### src/rtl/atom_mem_arbiter_pkg.sv
//------------------------------------------------------------------------------
// Module   : atom_mem_arbiter_pkg
// Brief    : Shared state encoding and master IDs for the imem/dmem arbiter.
// Revision : 1.0 - initial release
//------------------------------------------------------------------------------
`default_nettype none

package atom_mem_arbiter_pkg;

    typedef enum logic [1:0] {
        IDLE   = 2'd0,
        BUSY_I = 2'd1,
        BUSY_D = 2'd2
    } state_t;

    typedef logic master_t;

    localparam master_t c_MST_I = 1'b0;
    localparam master_t c_MST_D = 1'b1;

endpackage

`default_nettype wire

### src/rtl/atom_mem_arbiter_if.sv
//------------------------------------------------------------------------------
// Module   : atom_mem_arbiter_if
// Brief    : Core imem/dmem ports plus the merged downstream memory port.
// Revision : 1.0 - initial release
//------------------------------------------------------------------------------
`default_nettype none

interface atom_mem_arbiter_if;

    logic [31:0] imem_addr_i;
    logic        imem_valid_i;
    logic [31:0] imem_data_o;
    logic        imem_ack_o;

    logic [31:0] dmem_addr_i;
    logic [31:0] dmem_data_i;
    logic [3:0]  dmem_sel_i;
    logic        dmem_we_i;
    logic        dmem_valid_i;
    logic [31:0] dmem_data_o;
    logic        dmem_ack_o;

    logic [31:0] mem_addr_o;
    logic [31:0] mem_data_o;
    logic [3:0]  mem_sel_o;
    logic        mem_we_o;
    logic        mem_valid_o;
    logic [31:0] mem_data_i;
    logic        mem_ack_i;

    logic        timeout_o;

    // Arbiter side
    modport slave (
        input  imem_addr_i, imem_valid_i,
        output imem_data_o, imem_ack_o,
        input  dmem_addr_i, dmem_data_i, dmem_sel_i, dmem_we_i, dmem_valid_i,
        output dmem_data_o, dmem_ack_o,
        output mem_addr_o, mem_data_o, mem_sel_o, mem_we_o, mem_valid_o,
        input  mem_data_i, mem_ack_i,
        output timeout_o
    );

    // Environment side: core masters and downstream memory
    modport master (
        output imem_addr_i, imem_valid_i,
        input  imem_data_o, imem_ack_o,
        output dmem_addr_i, dmem_data_i, dmem_sel_i, dmem_we_i, dmem_valid_i,
        input  dmem_data_o, dmem_ack_o,
        input  mem_addr_o, mem_data_o, mem_sel_o, mem_we_o, mem_valid_o,
        output mem_data_i, mem_ack_i,
        input  timeout_o
    );

endinterface

`default_nettype wire

### src/rtl/atom_mem_arbiter.sv
//------------------------------------------------------------------------------
// Module   : atom_mem_arbiter
// Brief    : Merges imem and dmem valid/ack ports onto one registered memory
//            port with fixed or round-robin priority and an ack watchdog.
// Revision : 1.0 - initial release
//------------------------------------------------------------------------------
`default_nettype none

module atom_mem_arbiter #(
    parameter int ROUND_ROBIN = 1,
    parameter int TIMEOUT     = 0,
    parameter int TOW         = 8
) (
    input  wire logic         clk_i,
    input  wire logic         rst_i,
    atom_mem_arbiter_if.slave bus
);

    import atom_mem_arbiter_pkg::*;

    state_t         r_state;
    state_t         w_state_nxt;
    master_t        r_last;
    logic [TOW-1:0] r_cnt;
    logic           r_timeout;
    logic [31:0]    r_addr;
    logic [31:0]    r_wdata;
    logic [3:0]     r_sel;
    logic           r_we;
    logic           r_valid;

    logic w_busy;
    logic w_wd_fire;
    logic w_done;
    logic w_load_i;
    logic w_load_d;

    assign w_busy    = (r_state == BUSY_I) || (r_state == BUSY_D);
    // A real ack always beats the watchdog in the same cycle
    assign w_wd_fire = (TIMEOUT != 0) && w_busy && !bus.mem_ack_i
                       && (r_cnt == TOW'(TIMEOUT));
    assign w_done    = w_busy && (bus.mem_ack_i || w_wd_fire);

    assign bus.imem_ack_o  = (r_state == BUSY_I) && w_done;
    assign bus.dmem_ack_o  = (r_state == BUSY_D) && w_done;
    assign bus.imem_data_o = ((r_state == BUSY_I) && bus.mem_ack_i) ? bus.mem_data_i : '0;
    assign bus.dmem_data_o = ((r_state == BUSY_D) && bus.mem_ack_i) ? bus.mem_data_i : '0;

    assign bus.mem_addr_o  = r_addr;
    assign bus.mem_data_o  = r_wdata;
    assign bus.mem_sel_o   = r_sel;
    assign bus.mem_we_o    = r_we;
    assign bus.mem_valid_o = r_valid;
    assign bus.timeout_o   = r_timeout;

    always_ff @(posedge clk_i or posedge rst_i) begin
        if (rst_i) begin
            r_state <= IDLE;
        end else begin
            r_state <= w_state_nxt;
        end
    end

    // On completion only the other master may be loaded back-to-back; the
    // served master's valid still reflects the request just finished.
    always_comb begin
        w_state_nxt = r_state;
        w_load_i    = 1'b0;
        w_load_d    = 1'b0;
        case (r_state)
            IDLE: begin
                if (bus.dmem_valid_i && (!bus.imem_valid_i || (ROUND_ROBIN == 0)
                                         || (r_last == c_MST_I))) begin
                    w_load_d    = 1'b1;
                    w_state_nxt = BUSY_D;
                end else if (bus.imem_valid_i) begin
                    w_load_i    = 1'b1;
                    w_state_nxt = BUSY_I;
                end
            end
            BUSY_I: begin
                if (w_done) begin
                    if (bus.dmem_valid_i) begin
                        w_load_d    = 1'b1;
                        w_state_nxt = BUSY_D;
                    end else begin
                        w_state_nxt = IDLE;
                    end
                end
            end
            BUSY_D: begin
                if (w_done) begin
                    if (bus.imem_valid_i) begin
                        w_load_i    = 1'b1;
                        w_state_nxt = BUSY_I;
                    end else begin
                        w_state_nxt = IDLE;
                    end
                end
            end
            default: w_state_nxt = IDLE;
        endcase
    end

    always_ff @(posedge clk_i or posedge rst_i) begin
        if (rst_i) begin
            r_last    <= c_MST_I;
            r_cnt     <= '0;
            r_timeout <= 1'b0;
            r_addr    <= '0;
            r_wdata   <= '0;
            r_sel     <= '0;
            r_we      <= 1'b0;
            r_valid   <= 1'b0;
        end else begin
            if (w_load_i) begin
                r_addr  <= bus.imem_addr_i;
                r_wdata <= '0;
                r_sel   <= 4'hF;
                r_we    <= 1'b0;
                r_valid <= 1'b1;
            end else if (w_load_d) begin
                r_addr  <= bus.dmem_addr_i;
                r_wdata <= bus.dmem_data_i;
                r_sel   <= bus.dmem_sel_i;
                r_we    <= bus.dmem_we_i;
                r_valid <= 1'b1;
            end else if (w_done) begin
                r_valid <= 1'b0;
            end

            if (w_load_i || w_load_d) begin
                r_cnt <= '0;
            end else if (w_busy && !w_done) begin
                r_cnt <= r_cnt + TOW'(1);
            end

            if (w_done) begin
                r_last <= (r_state == BUSY_D) ? c_MST_D : c_MST_I;
            end

            if (w_wd_fire) begin
                r_timeout <= 1'b1;
            end
        end
    end

endmodule

`default_nettype wire

### src/flat_wrapper.sv
// flat-port wrapper written by rule: the top's interface ports become plain ports
module atom_mem_arbiter_flat import atom_mem_arbiter_pkg::*;
#(
    parameter int ROUND_ROBIN = 1,
    parameter int TIMEOUT     = 0,
    parameter int TOW         = 8
)
  (clk_i, rst_i, bus_imem_addr_i, bus_imem_valid_i, bus_imem_data_o, bus_imem_ack_o, bus_dmem_addr_i, bus_dmem_data_i, bus_dmem_sel_i, bus_dmem_we_i, bus_dmem_valid_i, bus_dmem_data_o, bus_dmem_ack_o, bus_mem_addr_o, bus_mem_data_o, bus_mem_sel_o, bus_mem_we_o, bus_mem_valid_o, bus_mem_data_i, bus_mem_ack_i, bus_timeout_o);
  atom_mem_arbiter_if bus_i ();
  input  wire logic clk_i;
  input  wire logic rst_i;
  input wire logic [$bits(bus_i.imem_addr_i)-1:0] bus_imem_addr_i;
  input wire logic [$bits(bus_i.imem_valid_i)-1:0] bus_imem_valid_i;
  output wire logic [$bits(bus_i.imem_data_o)-1:0] bus_imem_data_o;
  output wire logic [$bits(bus_i.imem_ack_o)-1:0] bus_imem_ack_o;
  input wire logic [$bits(bus_i.dmem_addr_i)-1:0] bus_dmem_addr_i;
  input wire logic [$bits(bus_i.dmem_data_i)-1:0] bus_dmem_data_i;
  input wire logic [$bits(bus_i.dmem_sel_i)-1:0] bus_dmem_sel_i;
  input wire logic [$bits(bus_i.dmem_we_i)-1:0] bus_dmem_we_i;
  input wire logic [$bits(bus_i.dmem_valid_i)-1:0] bus_dmem_valid_i;
  output wire logic [$bits(bus_i.dmem_data_o)-1:0] bus_dmem_data_o;
  output wire logic [$bits(bus_i.dmem_ack_o)-1:0] bus_dmem_ack_o;
  output wire logic [$bits(bus_i.mem_addr_o)-1:0] bus_mem_addr_o;
  output wire logic [$bits(bus_i.mem_data_o)-1:0] bus_mem_data_o;
  output wire logic [$bits(bus_i.mem_sel_o)-1:0] bus_mem_sel_o;
  output wire logic [$bits(bus_i.mem_we_o)-1:0] bus_mem_we_o;
  output wire logic [$bits(bus_i.mem_valid_o)-1:0] bus_mem_valid_o;
  input wire logic [$bits(bus_i.mem_data_i)-1:0] bus_mem_data_i;
  input wire logic [$bits(bus_i.mem_ack_i)-1:0] bus_mem_ack_i;
  output wire logic [$bits(bus_i.timeout_o)-1:0] bus_timeout_o;
  assign bus_i.imem_addr_i = bus_imem_addr_i;
  assign bus_i.imem_valid_i = bus_imem_valid_i;
  assign bus_imem_data_o = bus_i.imem_data_o;
  assign bus_imem_ack_o = bus_i.imem_ack_o;
  assign bus_i.dmem_addr_i = bus_dmem_addr_i;
  assign bus_i.dmem_data_i = bus_dmem_data_i;
  assign bus_i.dmem_sel_i = bus_dmem_sel_i;
  assign bus_i.dmem_we_i = bus_dmem_we_i;
  assign bus_i.dmem_valid_i = bus_dmem_valid_i;
  assign bus_dmem_data_o = bus_i.dmem_data_o;
  assign bus_dmem_ack_o = bus_i.dmem_ack_o;
  assign bus_mem_addr_o = bus_i.mem_addr_o;
  assign bus_mem_data_o = bus_i.mem_data_o;
  assign bus_mem_sel_o = bus_i.mem_sel_o;
  assign bus_mem_we_o = bus_i.mem_we_o;
  assign bus_mem_valid_o = bus_i.mem_valid_o;
  assign bus_i.mem_data_i = bus_mem_data_i;
  assign bus_i.mem_ack_i = bus_mem_ack_i;
  assign bus_timeout_o = bus_i.timeout_o;
  atom_mem_arbiter #(.ROUND_ROBIN(ROUND_ROBIN), .TIMEOUT(TIMEOUT), .TOW(TOW)) u_core (.clk_i(clk_i), .rst_i(rst_i), .bus(bus_i));
endmodule
### config.mk
export PLATFORM = sky130hd
export DESIGN_NAME = atom_mem_arbiter_flat
export DESIGN_NICKNAME = d
export VERILOG_FILES = /design/src/rtl/atom_mem_arbiter_pkg.sv /design/src/rtl/atom_mem_arbiter_if.sv /design/src/rtl/atom_mem_arbiter.sv /design/src/flat_wrapper.sv
export SDC_FILE = /design/constraint.sdc
export NUM_CORES = 1
export LEC_CHECK = 0
export BUFFER_PORTS_ARGS = -buffer_cell sky130_fd_sc_hd__buf_2
export CAP_MARGIN = 20
export CORE_MARGIN = 2
export CORE_UTILIZATION = 38
export DETAILED_ROUTE_END_ITERATION = 10
export GPL_TIMING_DRIVEN = 0
export PLACE_DENSITY = 0.78
export SYNTH_ARGS = -nofsm -noshare
export SYNTH_HDL_FRONTEND = slang
export SYNTH_SLANG_ARGS = --single-unit
### constraint.sdc
create_clock -name clk_i -period 1.9 [get_ports clk_i]
set_input_delay 0.19 -clock clk_i [delete_from_list [all_inputs] [get_ports clk_i]]
set_output_delay 0.19 -clock clk_i [all_outputs]
set_load 0.02 [all_outputs]
==> results.md, run 1 <==
- Max VDD drop: 731.9 uV
- Vias: 4097
- Mapped Area: between 4000 and 5000 um^2
- Critical Path Fanout Max: 6
- Initial antenna violation count: 2
- Area delta synth->final: 60.60%
- Worst Reg-to-Reg Cells: 8
- Cell Pwr Density: 1656 nW/um^2
- Global-route wire length before repair: roughly 20000 um
- H-tree Lvls: 3
- Crit end category: flip-flop
- Hold Path Cell Cnt: 3
- Yosys warns: 0
- First-pass DRT Iterations: 4
- Register area share after synthesis: 44.66%
- Initial Util: 39.44%
- Netlist cell types: 28
- Slew HR: 51.23%
- Status: finished with violations
- Most frequent cell after synthesis: nand2_1
- Routability cong.: 0.8478
- # rows: 37
- Vias in the first global route: 4198
- Clk_lat worst skew: 0.34 ns
- CP Cell Sequence: inv_2, ha_4, and3_4, o21ai_4, buf_12, buf_12, mux2_4, mux2_4
- Crit path required time: 2.11 ns
- Die X: roughly 110 um
- Setup violators final: 38
- Seq cells post-synth: 73
- Final Max Tran Viols: 0
- Final hold violations: 0
- CTS Buf Count: 9
- Iter 0 DRT Violations: 173
- Max cap viols: 0
- Top cells by area, synth: dfrtp_1 45%, mux2_4 19%, and3_1 9.8%
- Fmax: between 0.4 and 0.5 GHz
- Post-synth EDFFs: 0
- DRC: 0
- Max Root-Sink Buffers: 2
- CP max stage cell: dfrtp_1
- Worst min-delay path class: input pin to flip-flop
- Num ports: between 200 and 300
- Vias per cell: 4.966
- Fillers: 833
- CORE AREA: a little over 10000 um^2
- Critical path's largest stage delay: about 0.41 ns
- Commonest cells post-synth: 78 x nand2_1, 73 x dfrtp_1, 64 x and3_1
- Worst slew pin tran: ~0.73 ns
- Top cell type's share of synthesized area: between 40 and 50%
- RSZ-0062 raised after global routing: true
- Syn Area/Cell: 10.79 um^2
- CP Buf/Inv Count: 3
- WL per Instance: 17.18 um
- Port Buffers: 273
- Overall Power: 10.88 mW
- Worst-path clk slew: ~0.080 ns
- Pleak: 3.876 nW
- Routed Antenna Nets: 0
- FF+latch area: 1827 um^2
- Cell count after synthesis: 379
- Nets: about 830
- Top_reg_cell synth: dfrtp_1
- Worst Skew: 0.01092 ns
- Hold slack: just under 0.07 ns
- WL final: 14170 um
- Place WS: -0.3496 ns
- Syn Nets: roughly 520
- CP delay by family, top: multiplexers
- Clock sink count: 73
- Critical Path Start Type: flip-flop
- Failing checks: negative setup slack
- DIE AREA: 11610 um^2
- CP arrival: 2.27 ns
- Multi-input logic area: 2338 um^2
- Final worst setup slack: -0.1562 ns
- CP Depth: 8
- Yosys top cell by area: dfrtp_1
- Largest net degree at the start of global routing: 43
- Synth async-reset ratio: between 90% and 100%
- HPWL after DPL: 10270 um
- Clk root buf: clkbuf_8
- Crit Path Category: flip-flop to flip-flop
- Global route total overflow: 0
- Die Ht: 107.7 um
- Crit path time final: about 2.1 ns
- Tot GR Track Use: 22.46%
- TritonCTS clock tree: yes
- Fraction of layout cells with a size suffix above 1: 66.08%
- Final worst path period share: 108.2%
-- cell families after synthesis --
logic type,count (synthesis),synth area share [%]
other,1,0.09168
AO/OA/AOI/OAI,45,6.516
buffers and inverters,37,6.118
multiplexers,64,22.48
adder cells (fa/ha/maj),4,1.224
AND/OR/NAND/NOR,155,18.90
flip-flops,73,44.66
-- cell type report --
type / count / share of cell area, %
antenna: 2 / 0.07619
buffer: 29 / 4.571
clock buffer: 11 / 2.305
clock inverter: 4 / 0.7810
inverter: 5 / 0.3429
multi-input combinational: 269 / 35.60
sequential: 73 / 27.81
tap: 136 / 2.590
timing repair buffer: 296 / 25.92
-- what timing repair did --
| action | 4_1_cts | 5_1_grt |
|---|---|---|
| cloned | 2 | 3 |
| resized for setup | 28 | 104 |
| hold endpoints to repair | 31 | 0 |
| buffers inserted | 11 | 7 |
| hold buffers | 1 | 0 |
| endpoints found under the setup margin | 126 | 125 |
| pin swaps | 12 | 44 |
-- metal layers --
layer,vias up,wire length (um),global-route usage (%),share of wire [%]
met3,23,905,3.571,6.4
met2,190,7592,41.55,54
met4,0,272,9.615,1.9
met5,-,0,0,0
met1,1975,5405,25.31,38
li1,1909,-,-,-
-- power by group --
| group | internal [mW] | switching [mW] | total, mW | leakage (nW) |
|---|---|---|---|---|
| clock | 0.674 | 0.582 | 1.26 | 0.102 |
| sequential | 2.32 | 0.532 | 2.85 | 0.897 |
| combinational | 3.39 | 3.38 | 6.77 | 2.88 |
-- final timing paths --
path	endpoint	slack [ns]	start
setup / recovery	u_core.bus.mem_addr_o[0]	-0.16	u_core.r_state[1]
hold / removal	u_core.bus.mem_sel_o[3]	0.07	bus_dmem_sel_i[3]
setup reg to reg	u_core.bus.mem_addr_o[0]	-0.16	u_core.r_state[1]
hold reg to reg	u_core.bus.mem_sel_o[0]	0.49	u_core.bus.mem_sel_o[0]
max in group asynchronous	u_core.bus.mem_data_o[27]	0.73	rst_i
min in group asynchronous	u_core.bus.mem_addr_o[2]	0.53	rst_i
-- tightest hold or removal path, stage by stage --
cell and delay, ns:
buf_2 0.08, nand2_1 0.04, nand3_1 0.07
-- through the flow --
| stage | instance area [um^2] | instances | setup TNS, ns | util [%] |
|---|---|---|---|---|
| 2_1_floorplan | 4123 | 379 | -1.234 | - |
| 3_3_place_gp | 5659 | 788 | -12.62 | 54.57 |
| 3_5_place_dp | 5679 | 789 | -14.45 | 54.77 |
| 4_1_cts | 6121 | 816 | -4.211 | 59.03 |
| 5_1_grt | 6569 | 825 | -8.016 | 63.34 |
| 6_report | 6569 | 825 | -4.136 | 63.34 |
-- flip-flops by register name (all words and copies together), names as in the netlist --
signal / cells
u_core.bus.mem_addr_o: 32
u_core.r_state: 2
u_core.bus.mem_valid_o: 1
u_core.bus.mem_sel_o: 4
u_core.r_last: 1
u_core.bus.mem_data_o: 32
u_core.bus.mem_we_o: 1
-- layout by cell type (no fill, tap or decap), drive strengths merged --
cell	n
buf	311
a21boi	2
clkinv	1
clkbuf	24
o22ai	2
or3b	1
and3	66
mux2	64
and2	1
nand2	78
clkinvlp	2
bufinv	1
dlygate4sd3	1
o21a	2
o21ai	3
diode	2
nor2	3
conb	1
nand3	5
a21o	1
or4b	1
inv	5
dfrtp	73
a21oi	35
ha	4
Power figures use the tool's default switching activity.
==> run 2: changes to the inputs <==
--- a/config.mk
+++ b/config.mk
@@ -5,13 +5,15 @@
 export SDC_FILE = /design/constraint.sdc
 export NUM_CORES = 1
 export LEC_CHECK = 0
+export ABC_AREA = 1
 export BUFFER_PORTS_ARGS = -buffer_cell sky130_fd_sc_hd__buf_2
 export CAP_MARGIN = 20
 export CORE_MARGIN = 2
-export CORE_UTILIZATION = 38
+export CORE_UTILIZATION = 39
 export DETAILED_ROUTE_END_ITERATION = 10
 export GPL_TIMING_DRIVEN = 0
-export PLACE_DENSITY = 0.78
+export PLACE_DENSITY = 0.79
+export SKIP_CTS_REPAIR_TIMING = 1
 export SYNTH_ARGS = -nofsm -noshare
 export SYNTH_HDL_FRONTEND = slang
 export SYNTH_SLANG_ARGS = --single-unit
==> results.md, run 2 <==
- Seq cells post-synth: 73
- Yosys top cell by area: dfrtp_1
- Commonest cells post-synth: 251 x nand2_1, 136 x inv_1, 73 x dfrtp_1
- Pleak: 4.098 nW
- CORE AREA: 10700 um^2
- Tot GR Track Use: 23.38%
- Mapped Area: 4225 um^2
- First-pass DRT Iterations: 5
- Critical Path Fanout Max: 10
- CTS Buf Count: 9
- Worst slew pin tran: 0.7877 ns
- Failing checks: negative hold slack
- Initial antenna violation count: 2
- Vias per cell: 4.420
- Synth Area in Simple Gates: 35.50%
- Post-synth EDFFs: 0
- Die X: 108.1 um
- Vias in the first global route: 4273
- Commonest non-fill, non-tap cell in the layout: buf_2
- Crit path time final: 1.834 ns
- Crit Path Category: flip-flop to output pin
- Max Root-Sink Buffers: 2
- Syn Area/Cell: between 6 and 7 um^2
- Worst-path clk slew: 0.08 ns
- Max cap viols: 0
- Global route total overflow: 0
- Crit path required time: 1.71 ns
- Cell count after synthesis: 653
- Yosys warns: 0
- Slew HR: 47.37%
- Largest net degree at the start of global routing: 39
- Area delta synth->final: 46.14%
- Top cell type's share of synthesized area: 43.23%
- Fraction of synthesized cell area in xor and xnor cells: 0%
- Area fraction in compound gates after synthesis: around 3.1%
- CP arrival: 1.64 ns
- Largest family of logic cells by synthesized area: simple AND/OR/NAND/NOR gates
- Status: finished with violations
- Overall Power: 9.446 mW
- Clock sink count: 73
- Critical Path Start Type: flip-flop
- Hold slack: -0.01485 ns
- Clk_lat worst skew: 0.34 ns
- Fmax: roughly 0.55 GHz
- Most frequent cells in the layout: 261 x buf_2, 250 x nand2_1, 133 x inv_1
- H-tree Lvls: 3
- HPWL after DPL: 10820 um
- WL per Instance: about 13 um
- Post-synthesis mux area share: 0%
- # rows: 38
- DIE AREA: 11680 um^2
- Max VDD drop: 734.8 uV
- Initial Util: 39.50%
- Iter 0 DRT Violations: 299
- Global-route wire length before repair: 21390 um
- Die Ht: 108.1 um
- WL final: 13930 um
- Nets: 1082
- Final Max Tran Viols: 0
- DRC: 0
- Register area share after synthesis: 43.23%
- Clk root buf: clkbuf_8
- Place WS: 0.01959 ns
- Vias: 4796
- TritonCTS clock tree: yes
- Final worst path period share: 96.52%
- Routed Antenna Nets: 0
- Routability cong.: 0.9133
- Worst Skew: 0.008096 ns
- Syn Nets: 795
- Most frequent cell after synthesis: nand2_1
- Port Buffers: around 270
- Fraction of layout cells with a size suffix above 1: 36.83%
- Cell Pwr Density: 1530 nW/um^2
- Final hold violations: 35
- Final worst setup slack: 0.06616 ns
- Adder-cell share of the synthesized area: approximately 1.2%
- Reg2reg setup slack: 0.10 ns
- Crit end category: output pin
- Diodes inserted: 0
- Final TNS setup: 0 ns
- Num ports: 275
- Top cells by area, synth: dfrtp_1 43%, nand2_1 22%, inv_1 12%
- Synth async-reset ratio: 100.0%
- Worst min-delay path class: input pin to asynchronous set/reset pin
- Netlist cell types: 19
- RSZ-0062 raised after global routing: true
- Setup violators final: 0
- Top_reg_cell synth: dfrtp_1
-- run 2: cell count changes after synthesis, moves of 45 or more --
cell	change
nor2_1	+65
nand2_1	+173
and3_1	-64
inv_1	+131
mux2_4	-53
nand3_1	+45
-- run 2: power breakdown --
| group | total, mW | switching (mW) | internal [mW] |
|---|---|---|---|
| clock | 1.21 | 0.602 | 0.612 |
| sequential | 2.70 | 0.369 | 2.33 |
| combinational | 5.54 | 3.58 | 1.95 |
-- run 2: final cells by class --
type / instances / area (um^2)
clock buffer: 10 / 127.6
fill: 1091 / 4523
buffer: 34 / 255.2
sequential: 73 / 1827
clock inverter: 6 / 68.82
inverter: 139 / 525.5
tap: 140 / 175.2
timing repair buffer: 276 / 1456
multi-input combinational: 407 / 1739
-- run 2: cell families (layout without fill, tap and decap cells) --
family | count (synthesis) | count (layout)
AO/OA/AOI/OAI | 26 | 26
adder cells (fa/ha/maj) | 4 | 4
buffers and inverters | 173 | 465
other | 1 | 1
flip-flops | 73 | 73
AND/OR/NAND/NOR | 376 | 376
-- run 2: path summary, 6_finish.rpt --
| kind | start | endpoint | depth (start not counted) |
|---|---|---|---|
| worst max-delay path | u_core.r_state[0] | bus_dmem_data_o[7] | 6 |
| worst min-delay path | rst_i | u_core.bus.mem_data_o[7] | 2 |
| worst max register to register | u_core.r_state[1] | u_core.bus.mem_data_o[17] | 11 |
| worst min register to register | u_core.bus.mem_data_o[1] | u_core.bus.mem_data_o[1] | 2 |
| max in group asynchronous | rst_i | u_core.bus.mem_addr_o[16] | 3 |
| min in group clk_i | bus_dmem_data_i[10] | u_core.bus.mem_data_o[10] | 3 |
-- run 2: worst max-delay path, stage by stage (launching register included) --
cell and delay [ns]:
dfrtp_1 0.41, inv_2 0.10, ha_2 0.21, nand2_2 0.11
buf_4 0.20, nor2_4 0.11, buf_4 0.15
-- run 2: stage by stage --
stage / cells / area [um^2] / utilization, %
global placement: 1066 / 5771 / 53.94
finish: 1085 / 6175 / 57.72
detailed placement: 1067 / 5791 / 54.13
CTS: 1083 / 5987 / 55.96
global route: 1085 / 6175 / 57.72
floorplan: 653 / 4229 / -
-- run 2: per-layer routing --
metal	vias to the layer above	GRT usage, %	share of wire (%)
met5	-	0	0.21
met3	20	6.389	8.6
li1	2453	-	-
met1	2125	30.43	42
met4	4	5.220	1.5
met2	194	38.99	47
==> run 3: changes to the inputs <==
--- a/config.mk
+++ b/config.mk
@@ -13,6 +13,7 @@
 export DETAILED_ROUTE_END_ITERATION = 10
 export GPL_TIMING_DRIVEN = 0
 export PLACE_DENSITY = 0.79
+export SETUP_SLACK_MARGIN = 0.4
 export SKIP_CTS_REPAIR_TIMING = 1
 export SYNTH_ARGS = -nofsm -noshare
 export SYNTH_HDL_FRONTEND = slang
==> results.md, run 3 (synthesis results as in run 2) <==
- Global route total overflow: 0
- Initial antenna violation count: 0
- Clk pwr share: around 14%
- Cell Int Power: 6.225 mW
- H-tree Lvls: 3
- Final core utilization: 67.82%
- Setup violators final: 0
- CP delay by family, top: flip-flops
- Crit path time final: roughly 1.8 ns
- Overall Power: 11.44 mW
- DP Area: 5821 um^2
- Routability cong.: 0.8313
- Place WS: 0.09951 ns
- Worst-path clk slew: 0.08 ns
- Fin cells: 1105
- Routed Antenna Nets: 0
- Global-route wire length before repair: 19920 um
- HPWL after DPL: 10170 um
- Clk_lat worst skew: 0.34 ns
- Final worst setup slack: about 0.066 ns
- Port Buffers: roughly 270
- Hold slack: -0.04404 ns
- Worst Skew: between 0.009 and 0.01 ns
- WL final: 15290 um
- Max VDD drop: 706.0 uV
- Clk root buf: clkbuf_8
- Die Ht: 108.1 um
- Vias: 5005
- Critical Path Start Type: flip-flop
- Critical path's largest stage delay: 0.46 ns
- DIE AREA: 11680 um^2
- Cell Pwr Density: approximately 1600 nW/um^2
- Crit path required time: approximately 1.7 ns
- Worst min-delay path class: input pin to asynchronous set/reset pin
- CP arrival: 1.64 ns
- # rows: 38
- Fmax: approximately 0.55 GHz
- DRC: 0
- Sw frac: 45.58%
- CTS Buf Count: 9
- Max Root-Sink Buffers: 2
- Area delta synth->final: 71.72%
- Crit Path Category: flip-flop to output pin
- Num ports: approximately 280
- FF+latch area: roughly 1800 um^2
- Failing checks: negative hold slack
- Vias per cell: around 4.5
- Initial Util: 39.50%
- Combinational Power Share: 61.9%
- Final worst path period share: between 90 and 100%
- Clock sink count: 73
- Nets: 1103
- Commonest non-fill, non-tap cell in the layout: buf_2
- Pleak: 4.481 nW
- Most frequent cells in the layout: 215 x buf_2, 214 x nand2_1, 133 x inv_1
- Slew HR: 52.81%
- Multi-input logic area: 2142 um^2
- P_sw: 5.214 mW
- RSZ-0062 raised after global routing: true
- Max cap viols: 0
- Final hold violations: 32
- CP Cell Sequence: inv_4, ha_4, nand2_8, buf_8, nor2_1, buf_4
- Crit end category: output pin
- CP max stage cell: dfrtp_2
- WL per Instance: 13.84 um
- TritonCTS clock tree: yes
- Die X: ~110 um
- Largest net degree at the start of global routing: 42
- Iter 0 DRT Violations: around 210
- CORE AREA: 10700 um^2
- Critical Path Fanout Max: 10
- Fillers: 879
- Reg2reg setup slack: 0.14 ns
- First-pass DRT Iterations: 4
- Final TNS setup: 0 ns
- Diodes inserted: 0
- Status: finished with violations
- Worst slew pin tran: 0.7063 ns
- CP Buf/Inv Count: 3
- Fraction of layout cells with a size suffix above 1: 44.97%
- Tot GR Track Use: a little over a fifth
- Vias in the first global route: between 4000 and 5000
- Placed insts: approximately 1100
- Seq pwr share: 24.4%
- Post-Layout Inst Area: 7256 um^2
- Final Max Tran Viols: 0
-- run 3: metal layers --
layer	wire length, um	global-route usage (%)
met5	0	0
met4	226	5.678
met3	1067	4.280
met2	8003	38.72
met1	5995	26.63
-- run 3: power by group through the flow --
| stage | Combinational [mW] | Clock (mW) | Sequential [mW] |
|---|---|---|---|
| global route | 7.72 | 1.67 | 2.87 |
| finish | 7.08 | 1.57 | 2.79 |
| global placement | 5.28 | 0 | 2.73 |
| floorplan | 2.71 | 0 | 3.64 |
| CTS | 5.39 | 1.60 | 2.72 |
| detailed placement | 5.38 | 0 | 2.74 |
-- run 3: area by class of cell --
cell class,instances,area share (%)
multi-input cells,410,29.52
clock buffers,10,1.759
flip-flops and latches,73,25.21
repair buffers,294,25.97
well taps,140,2.414
clock inverters,5,1.776
plain buffers,34,5.829
inverters,139,7.519
-- run 3: final timing paths --
kind | from | to | depth (start not counted)
max reg2reg | u_core.r_state[1] | u_core.bus.mem_data_o[30] | 11
max in group asynchronous | rst_i | u_core.r_state[0] | 3
min in group clk_i | bus_dmem_sel_i[0] | u_core.bus.mem_sel_o[0] | 3
min reg2reg | u_core.bus.mem_data_o[11] | u_core.bus.mem_data_o[11] | 2
max | u_core.r_state[0] | bus_dmem_data_o[26] | 6
min | rst_i | u_core.bus.mem_data_o[21] | 2
